[config.mk]
export PLATFORM = sky130hd
export DESIGN_NAME = digit_serial_adder
export DESIGN_NICKNAME = d
export VERILOG_FILES = /design/src/rtl/digit_serial_adder_pkg.sv /design/src/rtl/digit_serial_adder_digit_adder.sv /design/src/rtl/full_adder.sv /design/src/rtl/digit_serial_adder.sv
export SDC_FILE = /design/constraint.sdc
export NUM_CORES = 1
export LEC_CHECK = 0
export BUFFER_PORTS_ARGS = -buffer_cell sky130_fd_sc_hd__buf_2
export CORE_UTILIZATION = 55
export CTS_CLUSTER_SIZE = 12
export DETAILED_ROUTE_END_ITERATION = 16
export PLACE_DENSITY_LB_ADDON = 0.2
export SLEW_MARGIN = 20
export SYNTH_ARGS = -nofsm -noshare
export SYNTH_HDL_FRONTEND = slang
export SYNTH_HIERARCHICAL = 1
export SYNTH_SLANG_ARGS = --single-unit
[constraint.sdc]
create_clock -name clock -period 5.7 [get_ports clock]
set_input_delay 0.855 -clock clock [delete_from_list [all_inputs] [get_ports clock]]
set_output_delay 0.855 -clock clock [all_outputs]
set_load 0.02 [all_outputs]
[src/rtl/digit_serial_adder_pkg.sv]
// ---------------------------------------------------------------------------
// digit_serial_adder_pkg
//
// Shared definitions for the digit-serial adder/subtractor:
//   state_t        - controller state encoding (IDLE, RUN, DONE), 2 bits
//   counter_width  - width of the digit counter for n digit cycles,
//                    max(1, $clog2(n)) so N=1 still gets a 1-bit counter
// ---------------------------------------------------------------------------
package digit_serial_adder_pkg;

  typedef enum logic [1:0] {
    IDLE = 2'd0,
    RUN  = 2'd1,
    DONE = 2'd2
  } state_t;

  function automatic int counter_width(input int n);
    if (n <= 1) begin
      return 1;
    end
    return $clog2(n);
  endfunction

endpackage

[src/rtl/digit_serial_adder_digit_adder.sv]
// ---------------------------------------------------------------------------
// digit_adder
//
// DIGIT-wide ripple-carry slice built from full_adder instances. This is the
// only arithmetic in the digit-serial adder; its ripple length sets the
// critical path, independent of the full operand width.
//   operand_1, operand_2 - DIGIT-bit operand slices
//   carry_in             - carry into the least-significant bit of the slice
//   sum                  - DIGIT-bit slice result
//   carry_out            - carry out of the slice MSB
//   msb_carry_in         - carry into the slice MSB (used for signed overflow
//                          when this slice holds the word's top bit)
// ---------------------------------------------------------------------------
module digit_adder #(
  parameter int DIGIT = 4
) (
  input  logic [DIGIT-1:0] operand_1,
  input  logic [DIGIT-1:0] operand_2,
  input  logic             carry_in,
  output logic [DIGIT-1:0] sum,
  output logic             carry_out,
  output logic             msb_carry_in
);

  // carry[i] is the carry into bit i; carry[DIGIT] leaves the slice.
  logic [DIGIT:0] carry;

  assign carry[0] = carry_in;

  generate
    for (genvar gi = 0; gi < DIGIT; gi++) begin : g_bit
      full_adder u_full_adder (
        .operand_1 (operand_1[gi]),
        .operand_2 (operand_2[gi]),
        .carry_in  (carry[gi]),
        .sum       (sum[gi]),
        .carry_out (carry[gi+1])
      );
    end
  endgenerate

  assign carry_out    = carry[DIGIT];
  assign msb_carry_in = carry[DIGIT-1];

endmodule

[src/rtl/full_adder.sv]
// ---------------------------------------------------------------------------
// full_adder
//
// Single-bit full adder, the building block of the digit ripple slice.
//   operand_1, operand_2 - addend bits
//   carry_in             - incoming carry
//   sum                  - sum bit
//   carry_out            - outgoing carry
// ---------------------------------------------------------------------------
module full_adder (
  input  logic operand_1,
  input  logic operand_2,
  input  logic carry_in,
  output logic sum,
  output logic carry_out
);

  assign sum       = operand_1 ^ operand_2 ^ carry_in;
  assign carry_out = (operand_1 & operand_2) | (carry_in & (operand_1 ^ operand_2));

endmodule

[src/rtl/digit_serial_adder.sv]
// ---------------------------------------------------------------------------
// digit_serial_adder
//
// Digit-serial adder/subtractor. A WIDTH-bit operation is processed DIGIT
// bits per clock over N = WIDTH/DIGIT cycles behind a start/busy/done
// handshake. Subtraction is performed as operand_1 + ~operand_2 + 1.
//
// Parameters
//   WIDTH - operand/result width (>= 1)
//   DIGIT - bits per cycle, 1 <= DIGIT <= WIDTH, WIDTH % DIGIT == 0
//
// Ports
//   clock      - rising-edge clock
//   reset      - asynchronous active-high reset
//   start      - request, sampled only in IDLE or DONE
//   subtract   - 0: operand_1 + operand_2 + carry_in, 1: operand_1 - operand_2
//   operand_1  - first operand, latched on the accepting edge
//   operand_2  - second operand, latched on the accepting edge
//   carry_in   - carry seed in add mode, ignored when subtracting
//   busy       - high while digits are being processed
//   done       - one-cycle completion pulse
//   sum        - result register
//   carry_out  - carry out of the MSB (1 = no borrow when subtracting)
//   overflow   - two's-complement signed overflow
// ---------------------------------------------------------------------------
module digit_serial_adder
  import digit_serial_adder_pkg::*;
#(
  parameter int WIDTH = 32,
  parameter int DIGIT = 4
) (
  input  logic             clock,
  input  logic             reset,
  input  logic             start,
  input  logic             subtract,
  input  logic [WIDTH-1:0] operand_1,
  input  logic [WIDTH-1:0] operand_2,
  input  logic             carry_in,
  output logic             busy,
  output logic             done,
  output logic [WIDTH-1:0] sum,
  output logic             carry_out,
  output logic             overflow
);

  localparam int N  = WIDTH / DIGIT;
  localparam int CW = counter_width(N);
  localparam logic [CW-1:0] LAST_COUNT = CW'(N - 1);

  generate
    if (WIDTH < 1 || DIGIT < 1 || DIGIT > WIDTH || (WIDTH % DIGIT) != 0) begin : g_bad_params
      $error("digit_serial_adder: illegal WIDTH/DIGIT combination");
    end
  endgenerate

  // -------------------------------------------------------------------------
  // State and datapath registers
  // -------------------------------------------------------------------------
  state_t           state_reg;
  state_t           state_next;
  logic [CW-1:0]    count_reg;
  logic [WIDTH-1:0] op1_reg;
  logic [WIDTH-1:0] op2_reg;
  logic             carry_reg;
  logic [WIDTH-1:0] partial_reg;

  logic             accept;
  logic             last_digit;

  // Slice outputs
  logic [DIGIT-1:0] slice_sum;
  logic             slice_carry;
  logic             slice_msb_carry;

  logic [WIDTH-1:0] partial_next;

  // -------------------------------------------------------------------------
  // Arithmetic slice: least-significant digit of the operand shift registers
  // -------------------------------------------------------------------------
  digit_adder #(
    .DIGIT (DIGIT)
  ) u_digit_adder (
    .operand_1    (op1_reg[DIGIT-1:0]),
    .operand_2    (op2_reg[DIGIT-1:0]),
    .carry_in     (carry_reg),
    .sum          (slice_sum),
    .carry_out    (slice_carry),
    .msb_carry_in (slice_msb_carry)
  );

  // New digits enter at the top and move down, so after N shifts the first
  // digit sits in the least-significant position. Written as a shift of the
  // concatenation so that DIGIT == WIDTH needs no special case.
  assign partial_next = WIDTH'({slice_sum, partial_reg} >> DIGIT);

  // -------------------------------------------------------------------------
  // FSM: state register
  // -------------------------------------------------------------------------
  always_ff @(posedge clock or posedge reset) begin
    if (reset) begin
      state_reg <= IDLE;
    end else begin
      state_reg <= state_next;
    end
  end

  // -------------------------------------------------------------------------
  // FSM: next state and control strobes
  // -------------------------------------------------------------------------
  always_comb begin
    state_next = state_reg;
    accept     = 1'b0;
    last_digit = 1'b0;
    case (state_reg)
      IDLE: begin
        if (start) begin
          accept     = 1'b1;
          state_next = RUN;
        end
      end
      RUN: begin
        // start is deliberately not looked at here
        if (count_reg == LAST_COUNT) begin
          last_digit = 1'b1;
          state_next = DONE;
        end
      end
      DONE: begin
        if (start) begin
          accept     = 1'b1;
          state_next = RUN;
        end else begin
          state_next = IDLE;
        end
      end
      default: begin
        state_next = IDLE;
      end
    endcase
  end

  // -------------------------------------------------------------------------
  // Operand shift registers, running carry, partial sum and digit counter
  // -------------------------------------------------------------------------
  always_ff @(posedge clock or posedge reset) begin
    if (reset) begin
      count_reg   <= '0;
      op1_reg     <= '0;
      op2_reg     <= '0;
      carry_reg   <= 1'b0;
      partial_reg <= '0;
    end else if (accept) begin
      count_reg   <= '0;
      op1_reg     <= operand_1;
      // Subtraction as a + ~b + 1: invert b here, seed the carry with 1.
      op2_reg     <= subtract ? ~operand_2 : operand_2;
      carry_reg   <= subtract ? 1'b1 : carry_in;
      partial_reg <= '0;
    end else if (state_reg == RUN) begin
      op1_reg     <= op1_reg >> DIGIT;
      op2_reg     <= op2_reg >> DIGIT;
      carry_reg   <= slice_carry;
      partial_reg <= partial_next;
      // Hold at N-1 rather than wrapping; the counter is cleared on accept.
      if (!last_digit) begin
        count_reg <= count_reg + CW'(1);
      end
    end
  end

  // -------------------------------------------------------------------------
  // Result registers: loaded only on the completion edge
  // -------------------------------------------------------------------------
  always_ff @(posedge clock or posedge reset) begin
    if (reset) begin
      sum       <= '0;
      carry_out <= 1'b0;
      overflow  <= 1'b0;
    end else if (last_digit) begin
      sum       <= partial_next;
      carry_out <= slice_carry;
      // The final slice holds bit WIDTH-1, so its MSB carries give overflow.
      overflow  <= slice_carry ^ slice_msb_carry;
    end
  end

  assign busy = (state_reg == RUN);
  assign done = (state_reg == DONE);

endmodule

Word level (Yosys, flattened, before mapping)
Index checks and enable logic that the tools add are counted.
W data, S select, Z words.
{ "classes": {"addsub": 1, "n_eq_ne": 6, "muxes": 21, "n_bitwise": 22, "n_reduce_logical": 5} }
{ "op_table": {"columns": ["cell", "count"], "rows": [
  ["$mux W32", 7],
  ["$not A32 Y32", 1],
  ["$mux W3", 3],
  ["$xor A1 B1 Y1", 9],
  ["$and A1 B1 Y1", 8],
  ["$mux W1", 8],
  ["$pmux W2 S3", 1],
  ["$mux W2", 2],
  ["$ne A2 B2 Y1 const B", 2],
  ["$or A1 B1 Y1", 4],
  ["$reduce_and A2 Y1", 2],
  ["$add A3 B1 Y3 const B", 1],
  ["$eq A3 B3 Y1 const B", 1],
  ["$eq A2 B1 Y1 const B", 1],
  ["$eq A2 B2 Y1 const B", 1],
  ["$logic_not A2 Y1", 1],
  ["$ne A2 B1 Y1 const B", 1],
  ["$reduce_bool A2 Y1", 1],
  ["$reduce_or A2 Y1", 1]
]} }
{ "totals": {"reg_bits": 136, "input_bits": 69, "out_inout_bits": 36, "word_cells": 64} }

Depth between registers and ports, before layout
Gate-level depths: netlist (run 1).
{ "depth": {"depth_word": 11, "depth_mapped": 7, "ltp_nobuf": 6} }

Modules after synthesis
The synthesis (run 1) kept the hierarchy.
{ "by_module_without_submodules": {"columns": ["mod", "instances", "cells_per_inst", "area_per_inst_um2", "seq_area_each_um2"], "rows": [
  ["digit_serial_adder", 1, 433, 5624.1, 3303.2],
  ["full_adder", 4, 1, 20.0, 0.0]
]} }

Worst setup path after synthesis (run 1)
No wires, ideal clock.
{ "synth_timing": {"kind": "register to register", "from": "register op1_reg[0]", "to": "register carry_reg", "setup_ns": 0.126, "t_arrival_ns": 2.334, "t_required_ns": 5.574, "path_slack_ns": 3.240, "stages_incl_launch_ff": 6, "synth_period_minus_slack_ns": 2.460, "cell_sequence": "dfrtp_1 -> fa_1 -> fa_1 -> fa_1 -> fa_1 -> a221o_1"} }
{ "synth_between": {"elab_chain_cells": 11} }
{ "synth_lines": {"columns": ["item", "line_no", "source"], "rows": [
  ["start: declaration", "digit_serial_adder.sv:62", "logic [WIDTH-1:0] op1_reg;"],
  ["start signal: assignment", "digit_serial_adder.sv:154", "op1_reg <= operand_1;"],
  ["start signal: assignment", "digit_serial_adder.sv:160", "op1_reg <= op1_reg >> DIGIT;"],
  ["$xor A1 B1 Y1", "full_adder.sv:19", "assign carry_out = (operand_1 & operand_2) | (carry_in & (operand_1 ^ operand_2));"],
  ["$and A1 B1 Y1", "full_adder.sv:19", null],
  ["$or A1 B1 Y1 *", "full_adder.sv:19", null],
  ["via u_digit_adder.carry[1]", "digit_serial_adder_digit_adder.sv:26", "logic [DIGIT:0] carry;"],
  ["$and A1 B1 Y1 *", "full_adder.sv:19", null],
  ["$or A1 B1 Y1 *", "full_adder.sv:19", null],
  ["via u_digit_adder.carry[2]", "digit_serial_adder_digit_adder.sv:26", null],
  ["$and A1 B1 Y1 *", "full_adder.sv:19", null],
  ["$or A1 B1 Y1 *", "full_adder.sv:19", null],
  ["via slice_msb_carry", "digit_serial_adder.sv:73", "logic slice_msb_carry;"],
  ["$and A1 B1 Y1 *", "full_adder.sv:19", null],
  ["$or A1 B1 Y1 *", "full_adder.sv:19", null],
  ["via slice_carry", "digit_serial_adder.sv:72", "logic slice_carry;"],
  ["$mux W1 *", "digit_serial_adder.sv:159", "end else if (state_reg == RUN) begin"],
  ["$mux W1 *", "digit_serial_adder.sv:152", "end else if (accept) begin"],
  ["end signal: assignment", "digit_serial_adder.sv:157", "carry_reg <= subtract ? 1'b1 : carry_in;"],
  ["end signal: assignment", "digit_serial_adder.sv:162", "carry_reg <= slice_carry;"],
  ["end: declaration", "digit_serial_adder.sv:64", "logic carry_reg;"]
]} }
Mark *: on every way through the listed nets, which the timed path passes. The rest lies on a longest branch. The select of a mux whose other input is x is not followed.
A chain may end at the register's enable or synchronous reset.

Worst setup path in the final report (run 1)
{ "layout_timing": {"from": "register state_reg[0]", "to": "output busy"} }
{ "layout_between": {"elab_chain_cells": 1} }
{ "layout_lines": {"columns": ["item", "line_no", "source"], "rows": [
  ["start: declaration", "digit_serial_adder.sv:59", "state_t state_reg;"],
  ["start signal: assignment", "digit_serial_adder.sv:103", "state_reg <= state_next;"],
  ["$eq A2 B1 Y1", "digit_serial_adder.sv:187", "assign busy = (state_reg == RUN);"],
  ["end: declaration", "digit_serial_adder.sv:39", "output logic busy,"]
]} }
No other way between the ends.

==> results of run 1 <==
==> synthesized netlist by cell type <==
| master | n | share of area |
|---|---|---|
| a21o_1 | 28 | 0.037 |
| a221o_1 | 3 | 0.0053 |
| a22o_1 | 64 | 0.098 |
| buf_2 | 13 | 0.011 |
| buf_4 | 10 | 0.013 |
| buf_6 | 4 | 0.0079 |
| clkbuf_1 | 9 | 0.0059 |
| dfrtp_1 | 132 | 0.58 |
| fa_1 | 4 | 0.014 |
| ha_1 | 2 | 0.0044 |
| inv_1 | 4 | 0.0026 |
| mux2_2 | 33 | 0.065 |
| mux2i_1 | 26 | 0.046 |
| nand2_1 | 28 | 0.018 |
| nand2b_1 | 1 | 0.0011 |
| nand3_1 | 3 | 0.0026 |
| nand3b_1 | 1 | 0.0013 |
| nor2_1 | 4 | 0.0026 |
| nor2_2 | 1 | 0.0011 |
| nor2b_1 | 2 | 0.0022 |
| nor2b_4 | 1 | 0.0024 |
| o21ai_0 | 12 | 0.011 |
| o21ai_1 | 18 | 0.016 |
| or3b_2 | 1 | 0.0015 |
| xnor2_1 | 3 | 0.0046 |
| xor2_1 | 30 | 0.046 |
==> critical path: stages, from the launching register on <==
cell	delay, ps
dfrtp_1	450
nor2b_4	190
buf_4	400
buf_2	250
==> worst paths after layout <==
path,slack [ps],startpoint,endpoint,cells past startpoint
setup / recovery,3020,state_reg[0]$_DFFE_PP0P_,busy,3
hold / removal,380,reset,sum[0]$_DFFE_PP0P_,2
setup reg to reg,3090,op1_reg[0]$_DFFE_PP0P_,carry_reg$_DFFE_PP0P_,5
hold reg to reg,480,op1_reg[5]$_DFFE_PP0P_,op1_reg[5]$_DFFE_PP0P_,1
max in group asynchronous,4010,reset,op1_reg[28]$_DFFE_PP0P_,3
min in group clock,480,op1_reg[5]$_DFFE_PP0P_,op1_reg[5]$_DFFE_PP0P_,1
==> metrics by stage <==
| stage | utilization | instance area (sq um) | total power [uW] | instances |
|---|---|---|---|---|
| 2_1_floorplan | - | 5700 | 2670 | 437 |
| 3_3_place_gp | 0.629 | 6230 | 2930 | 644 |
| 3_5_place_dp | 0.629 | 6230 | 2990 | 644 |
| 4_1_cts | 0.687 | 6810 | 4030 | 676 |
| 5_1_grt | 0.687 | 6810 | 4250 | 676 |
| 6_report | 0.687 | 6810 | 4000 | 676 |
==> where the power goes <==
group | total, uW | switching (uW) | internal (uW)
Sequential | 1600 | 262 | 1340
Combinational | 1380 | 714 | 661
Clock | 1020 | 456 | 563
Total | 4000 | 1430 | 2560
==> kinds of logic after synthesis <==
logic type	count (synthesis)	share of synthesized area
DFF	132	0.579
AOI/OAI and AO/OA	125	0.167
muxes	59	0.111
and+or+nand+nor	42	0.0333
buffers and inverters	40	0.0410
xor gates and xnor gates	33	0.0507
adders and majority gates	6	0.0184
==> cell type report <==
cell class | count | area, sq um
flip-flops and latches | 132 | 3300
fillers | 731 | 3100
multi-input cells | 265 | 2180
repair buffers | 110 | 566
clock buffers | 17 | 414
well taps | 133 | 166
clock inverters | 15 | 158
inverters | 4 | 20.0
==> metal layers <==
layer,track usage,share of wire,up-vias
li1,-,-,1753
met1,0.301,0.48,1818
met2,0.329,0.47,103
met3,0.0516,0.042,12
met4,0.0612,0.0098,0
met5,0,0,-
==> implementation parameters, run 1 <==
Parameter                              Value

Route
  Router iterations before antenna repair ... 4
  Remaining design rule violation count ... 0
  Number of vias per cell after detailed routing ... roughly 5.5
  Remaining antenna violation count after routing ... 0
  DRC marker count from the first detailed-route iteration ... approximately 150
  Detail-routed net length per standard cell ... between 15 and 20 um
  Final routed wirelength across all metal layers ... 10.6 mm
  Number of vias in the routed layout ... 3686

Yosys
  Share of the yosys chip area belonging to registers ... 0.579
  FF+latch count, synth ... 132
  Gate count of the mapped netlist ... approximately 440
  Total number of yosys warnings ... 6
  Post-synthesis cell type count ... 26
  Net count after synthesis ... between 500 and 600
  Average cell area after synthesis ... ~13 sq um
  Mapped cell area ... between 0.005 and 0.006 sq mm

Floorplan
  Horizontal die dimension ... a little over 100 um
  Top-Level Pins ... around 110
  Die outline area ... around 0.011 sq mm
  Initial core utilization ... 0.576
  Std-Cell Rows ... 36
  Area inside the core boundary ... 0.00991 sq mm
  Die height ... ~100 um

Timing
  Final worst-path cycle share ... 0.470
  Setup Viol. Count Final ... 0
  Minimum clock period after layout ... about 2700 ps
  Worst hold slack ... ~380 ps
  Clock skew after layout ... 9.19 ps
  Max Clock Freq ... roughly 370 MHz
  Worst Setup Slack, final ... 3020 ps
  Setup TNS Final ... 0 ps
  Final hold violations ... 0
  RSZ-0062 raised after global routing ... no
  Transition time at the pin with the least slew margin ... 903 ps
  Normalized max-slew margin ... 0.398
  Max-slew violations ... 0

Layout
  Net count reported at finish ... a little over 600
  Most common cell after layout, fill and taps aside ... dfrtp_1
  Share of layout cells above drive strength 1 ... 0.331
  Ant diodes ... 0
  Area added between synthesis and finish ... 19.3%
  Most frequent cells in the layout ... dfrtp_1 (132), buf_2 (104), a22o_1 (64)

Worst setup path
  Data arrival, critical path ... around 1800 ps
  Critical path type ... flip-flop to output port
  Crit Path Max Fanout ... 41
  CP endpoint kind ... output port
  Required time at the endpoint of the critical path ... 4850 ps
  Worst setup SP type ... flip-flop

Global routing
  Wire length of the first global-routing pass ... ~18 mm
  Total congestion overflow ... 0
  Pin count of the biggest net entering global routing ... 90
  Number of antenna violations at the first check in global routing ... 0
  Total Routing Usage GR ... 0.213
  Via count of the first global-routing pass ... between 3000 and 4000

Clock network
  Clock sink count ... 132
  Max Root-Sink Buffers ... 2
  Post CTS Setup Buffer Count ... 0
  Clock root cell ... clkbuf_8
  Total of hold buffers inserted after clock tree synthesis ... 0
  Post-CTS Resized ... 0
  H-tree depth reported by CTS ... 4
  Latest clock arrival within the worst-skew pair ... approximately 500 ps
  Clock slew at reported path FFs ... about 70 ps
  Number of buffers added by the clock tree synthesis step ... 17
  Clock tree from TritonCTS ... built

Hold path
  Path type of the worst min-delay path ... primary input to async pin

Place
  Global placer's final weighted congestion ... around 0.74
  Pre-CTS setup slack ... ~2800 ps
  Number of port buffers ... approximately 100
  Detailed Place HPWL ... around 6.8 mm

Pwr
  Maximum ir drop on the vdd rail ... 0.307 mV
  PwrDens ... between 500 and 600 mW/mm^2
  Leakage power figure ... 0.00359 uW

Flow run
  Max-cap viol count ... 0

Status
  Status ... complete, no violations
Note: power is estimated with default switching activity, not from simulation.
==> run 2: changes to the inputs <==
Settings changed: CORE_UTILIZATION 55 to 50.
Clock period 5.7 ns to 2.24 ns, I/O delays scaled along.
==> implementation parameters, run 2 (synthesis gave the netlist of run 1 again) <==
Parameter                              Value

Worst setup path
  Data arrival, critical path ... 2620 ps (was 1830 ps)
  Reg-to-reg slack, setup ... -90 ps (was 3090 ps)
  CP endpoint kind ... flip-flop (was output port)
  Crit Path Max Fanout ... 2 (was 41)
  Worst setup SP type ... flip-flop (unchanged)
  Critical path type ... flip-flop to flip-flop (was flip-flop to output port)
  Required time at the endpoint of the critical path ... 2530 ps (was 4850 ps)
  Worst Reg-to-Reg Cells ... 5 (unchanged)

Timing
  Max-slew violations ... 0 (unchanged)
  Transition time at the pin with the least slew margin ... 905 ps (was 903 ps)
  Clock skew after layout ... 6.42 ps (was 9.19 ps)
  Normalized max-slew margin ... 0.395 (was 0.398)
  Worst Setup Slack, final ... -92.0 ps (was 3020 ps)
  Minimum clock period after layout ... 2330 ps
  Setup Viol. Count Final ... 4 (was 0)
  Final hold violations ... 0 (unchanged)
  RSZ-0062 raised after global routing ... yes (was no)
  Final worst-path cycle share ... 1.04
  Max Clock Freq ... roughly 430 MHz

Route
  Router iterations before antenna repair ... 4 (unchanged)
  DRC marker count from the first detailed-route iteration ... 185 (was 146)
  Remaining antenna violation count after routing ... 0 (unchanged)
  Detail-routed net length per standard cell ... 15.9 um (was 15.7 um)
  Number of vias per cell after detailed routing ... 5.41 (was 5.45)
  Final routed wirelength across all metal layers ... 11.0 mm (was 10.6 mm)
  Number of vias in the routed layout ... 3722 (was 3686)
  Remaining design rule violation count ... 0 (unchanged)

Clock network
  Clock slew at reported path FFs ... 60 ps (was 70 ps)
  Clock sink count ... 132 (unchanged)
  Latest clock arrival within the worst-skew pair ... 410 ps (was 510 ps)
  Clock root cell ... clkbuf_16 (was clkbuf_8)
  Number of buffers added by the clock tree synthesis step ... 17 (unchanged)
  Clock tree from TritonCTS ... built (unchanged)
  H-tree depth reported by CTS ... 4 (unchanged)
  Max Root-Sink Buffers ... 2 (unchanged)
  Total of hold buffers inserted after clock tree synthesis ... 0 (unchanged)

Global routing
  Number of antenna violations at the first check in global routing ... 0 (unchanged)
  Via count of the first global-routing pass ... 3641 (was 3672)
  Pin count of the biggest net entering global routing ... 133 (was 90)
  Total congestion overflow ... 0 (unchanged)
  Wire length of the first global-routing pass ... 18.4 mm (was 18.2 mm)
  Total Routing Usage GR ... 0.206 (was 0.213)

Place
  Number of port buffers ... 104 (unchanged)
  Global placer's final weighted congestion ... 0.754 (was 0.735)
  Pre-CTS setup slack ... -105 ps (was 2800 ps)
  Detailed Place HPWL ... 6.84 mm (was 6.78 mm)

Layout
  Ant diodes ... 0 (unchanged)
  Most common cell after layout, fill and taps aside ... dfrtp_1 (unchanged)
  Most frequent cells in the layout ... dfrtp_1 (132), buf_2 (104), a22o_1 (64) (unchanged)
  Net count reported at finish ... 610 (was 605)
  Share of layout cells above drive strength 1 ... 0.345 (was 0.331)
  Area added between synthesis and finish ... 21.3% (was 19.3%)

Pwr
  Maximum ir drop on the vdd rail ... 0.804 mV (was 0.307 mV)
  Switching portion of total power ... 0.344 (was 0.358)
  Combinational cell fraction of total power ... 0.347 (was 0.344)
  Leakage power figure ... 0.00363 uW (was 0.00359 uW)
  Clk network pwr share ... 0.262 (was 0.255)
  Internal power ... 6850 uW (was 2560 uW)
  Seq pwr share ... 0.391 (was 0.401)
  PwrDens ... 1510 mW/mm^2 (was 587 mW/mm^2)
  Net switching power ... 3590 uW (was 1430 uW)
  Overall Power ... 10400 uW (was 4000 uW)

Hold path
  Path type of the worst min-delay path ... primary input to async pin (unchanged)

Flow run
  Max-cap viol count ... 0 (unchanged)

Floorplan
  Top-Level Pins ... 105 (unchanged)
  Horizontal die dimension ... 109 um (was 104 um)
  Std-Cell Rows ... 38 (was 36)
  Die outline area ... 0.0118 sq mm (was 0.0108 sq mm)
  Die height ... 109 um (was 104 um)
  Initial core utilization ... 0.519 (was 0.576)
  Area inside the core boundary ... 0.0110 sq mm (was 0.00991 sq mm)

Status
  Violations in the final reports ... setup timing
  Status ... finished, violations left (was complete, no violations)
## run 2: metal layers
layer  global-route usage  wire (um)  vias to the layer above
li1                     -          -                     1762
met4               0.0869        114                        0
met3               0.0448        404                       10
met5                    0          0                        -
met2                0.310       5280                       88
met1                0.289       5170                     1862
## run 2: layout make-up
class | instances | area, sq um
Sequential cell | 132 | 3300
Clock buffer | 17 | 425
Multi-Input combinational cell | 265 | 2190
Fill cell | 873 | 4060
Timing Repair Buffer | 115 | 641
Inverter | 4 | 18.8
Clock inverter | 15 | 166
Tap cell | 140 | 175
## run 2: final timing paths
kind / from / endpoint
setup / recovery: op1_reg[0]$_DFFE_PP0P_ / sum[31]$_DFFE_PP0P_
min in group clock: operand_1[31] / op1_reg[31]$_DFFE_PP0P_
hold / removal: reset / count_reg[2]$_DFFE_PP0P_
hold reg to reg: op1_reg[26]$_DFFE_PP0P_ / op1_reg[26]$_DFFE_PP0P_
setup reg to reg: op1_reg[0]$_DFFE_PP0P_ / sum[31]$_DFFE_PP0P_
max in group asynchronous: reset / partial_reg[25]$_DFFE_PP0P_
## run 2: metrics by stage
step	instances	utilization	instance area [sq um]	setup TNS [ps]	hold slack [ps]
2_1_floorplan	437	-	5720	-102	450
3_3_place_gp	655	0.575	6320	-143	459
3_5_place_dp	655	0.575	6320	-282	466
4_1_cts	688	0.630	6920	-224	130
5_1_grt	688	0.630	6920	-534	138
6_report	688	0.630	6920	-222	110
## run 2: power groups by stage
stage / registers [uW] / clock network [uW] / logic (uW)
global placement: 4060 / 0 / 3510
CTS: 4100 / 2790 / 3680
finish: 4090 / 2740 / 3630
global route: 4220 / 2890 / 4030
floorplan: 4200 / 0 / 2620
detailed placement: 4120 / 0 / 3630
## run 2: critical path, cell delays in order (launching register included)
cell,delay (ps)
dfrtp_1,400
fa_2,390
fa_2,350
fa_2,370
fa_2,440
mux2_2,280
## run 2: timing repair
action / in CTS / in global routing
pin swaps: 1 / 0
endpoints found under the setup margin: 5 / 5
resized for setup: 0 / 1
setup buffers: 1 / 0
==> run 3: changes to the inputs <==
Settings changed: CORE_UTILIZATION 50 to 60.
Clock period 2.24 ns to 2.7 ns, I/O delays scaled along.
==> implementation parameters, run 3 (synthesis gave the netlist of run 1 again) <==
Parameter                              Value

Status
  Status ... complete, no violations (was finished, violations left)

Clock network
  Number of buffers added by the clock tree synthesis step ... 17 (unchanged)
  Total of hold buffers inserted after clock tree synthesis ... 0 (unchanged)
  Latest clock arrival within the worst-skew pair ... 510 ps (was 410 ps)
  Clock root cell ... clkbuf_8 (was clkbuf_16)
  Max Root-Sink Buffers ... 2 (unchanged)
  Post-CTS Resized ... 0 (unchanged)
  H-tree depth reported by CTS ... 4 (unchanged)
  Post CTS Setup Buffer Count ... 0 (was 1)
  Clock slew at reported path FFs ... 60 ps (about the same)
  Clock sink count ... 132 (unchanged)
  Clock tree from TritonCTS ... built (unchanged)

Global routing
  Pin count of the biggest net entering global routing ... 133 (unchanged)
  Global routing met1 resource utilization ... 0.325 (was 0.289)
  Met2 usage ... 0.376 (was 0.310)
  Wire length of the first global-routing pass ... 18.0 mm (was 18.4 mm)
  Total congestion overflow ... 0 (unchanged)
  Number of antenna violations at the first check in global routing ... 0 (unchanged)
  Via count of the first global-routing pass ... 3726 (was 3641)
  Most used routing layer ... met2 (unchanged)
  Total Routing Usage GR ... 0.237 (was 0.206)
  Met3 Use GR ... 0.0569 (was 0.0448)

Pwr
  Maximum ir drop on the vdd rail ... 0.717 mV (was 0.804 mV)
  Clk network pwr share ... 0.252 (was 0.262)
  Combinational cell fraction of total power ... 0.347 (about the same)
  Seq pwr share ... 0.401 (was 0.391)
  PwrDens ... 1240 mW/mm^2 (was 1510 mW/mm^2)
  Internal power ... 5390 uW (was 6850 uW)
  Switching portion of total power ... 0.357 (was 0.344)
  Net switching power ... 3000 uW (was 3590 uW)
  Leakage power figure ... 0.00358 uW (was 0.00363 uW)

Worst setup path
  Slowest Stage Delay on Critical Path ... 440 ps (about the same)
  CP endpoint kind ... flip-flop (unchanged)
  Crit Path Max Fanout ... 3 (was 2)
  Worst setup SP type ... flip-flop (unchanged)
  Data arrival, critical path ... 2970 ps (was 2620 ps)
  Critical path type ... flip-flop to flip-flop (unchanged)
  Most frequent cell on the critical path ... fa_1 (was fa_2)
  Slowest stage cell, crit path ... fa_1 (was fa_2)
  CP cell instances ... fa_1 > fa_1 > fa_1 > fa_1 > a221o_1 (was fa_2 > fa_2 > fa_2 > fa_2 > mux2_2)
  Required time at the endpoint of the critical path ... 3090 ps (was 2530 ps)

Route
  Router iterations before antenna repair ... 4 (unchanged)
  DRC marker count from the first detailed-route iteration ... 142 (was 185)
  Number of vias in the routed layout ... 3734 (was 3722)
  Remaining antenna violation count after routing ... 0 (unchanged)
  Detail-routed net length per standard cell ... 15.9 um (about the same)
  Number of vias per cell after detailed routing ... 5.56 (was 5.41)
  Final routed wirelength across all metal layers ... 10.7 mm (was 11.0 mm)
  Remaining design rule violation count ... 0 (unchanged)

Timing
  Final worst-path cycle share ... 0.953 (was 1.04)
  Setup Viol. Count Final ... 0 (was 4)
  Transition time at the pin with the least slew margin ... 926 ps (was 905 ps)
  Max-slew violations ... 0 (unchanged)
  Normalized max-slew margin ... 0.381 (was 0.395)
  Worst Setup Slack, final ... 126 ps (was -92.0 ps)
  Setup TNS Final ... 0 ps (was -222 ps)
  Max Clock Freq ... 388 MHz (was 429 MHz)
  Clock skew after layout ... 8.72 ps (was 6.42 ps)
  Final hold violations ... 0 (unchanged)
  Minimum clock period after layout ... 2570 ps (was 2330 ps)
  RSZ-0062 raised after global routing ... no (was yes)

Layout
  Net count reported at finish ... 605 (was 610)
  Ant diodes ... 0 (unchanged)
  Area added between synthesis and finish ... 19.0% (was 21.3%)
  Most common cell after layout, fill and taps aside ... dfrtp_1 (unchanged)
  Most frequent cells in the layout ... dfrtp_1 (132), buf_2 (104), a22o_1 (64) (unchanged)
  Share of layout cells above drive strength 1 ... 0.331 (was 0.345)
  Post-layout util ... 0.735 (was 0.630)

Place
  Number of port buffers ... 104 (unchanged)
  Global placer's final weighted congestion ... 0.784 (was 0.754)
  Pre-CTS setup slack ... 151 ps (was -105 ps)
  Detailed Place HPWL ... 6.56 mm (was 6.84 mm)

Floorplan
  Die outline area ... 0.00990 sq mm (was 0.0118 sq mm)
  Area inside the core boundary ... 0.00924 sq mm (was 0.0110 sq mm)
  Horizontal die dimension ... 99.5 um (was 109 um)
  Die height ... 99.5 um (was 109 um)
  Std-Cell Rows ... 35 (was 38)
  Initial core utilization ... 0.617 (was 0.519)
  Top-Level Pins ... 105 (unchanged)

Hold path
  Path type of the worst min-delay path ... primary input to async pin (unchanged)

Flow run
  Max-cap viol count ... 0 (unchanged)
## run 3: area by class of cell
class / count / area [sq um]
Timing Repair Buffer: 110 / 578
Sequential cell: 132 / 3300
Fill cell: 645 / 2450
Inverter: 4 / 18.8
Multi-Input combinational cell: 265 / 2180
Tap cell: 129 / 161
Clock buffer: 17 / 414
Clock inverter: 15 / 135
## run 3: power groups by stage
| stage | registers, uW | logic [uW] | clock network (uW) |
|---|---|---|---|
| floorplan | 3480 | 2150 | 0 |
| finish | 3370 | 2910 | 2110 |
| global route | 3470 | 3210 | 2240 |
| global placement | 3350 | 2800 | 0 |
| CTS | 3370 | 2940 | 2150 |
| detailed placement | 3390 | 2900 | 0 |
## run 3: worst max-delay path: cells and delay by family (launching register included)
family          cells  cell delay (ps)
flops               1              400
fa+ha+maj           4             1720
compound gates      1              340
## run 3: final timing paths
check                                  startpoint                       end  slack, ps  depth (start not counted)
max                        op1_reg[0]$_DFFE_PP0P_     carry_reg$_DFFE_PP0P_        130                          5
min                                         reset  count_reg[2]$_DFFE_PP0P_         90                          3
max reg2reg                op1_reg[0]$_DFFE_PP0P_     carry_reg$_DFFE_PP0P_        130                          5
min reg2reg                op1_reg[4]$_DFFE_PP0P_    op1_reg[4]$_DFFE_PP0P_        480                          1
max in group asynchronous                   reset    op2_reg[9]$_DFFE_PP0P_       2100                          3
min in group clock                  operand_1[30]   op1_reg[30]$_DFFE_PP0P_        120                          2
## run 3: layer usage
layer / share of wire / wire length (um)
met2: 0.49 / 5210
met4: 0.012 / 125
met3: 0.033 / 356
met1: 0.47 / 4990
met5: 0 / 0
## run 3: per-stage QoR
stage	instance area, sq um	hold slack, ps	instances	power [uW]
after detailed placement	6240	467	640	6290
after global placement	6240	460	640	6160
after floorplan	5710	450	437	5630
after CTS	6790	94.1	672	8460
final	6790	89.5	672	8390
after global routing	6790	100	672	8920
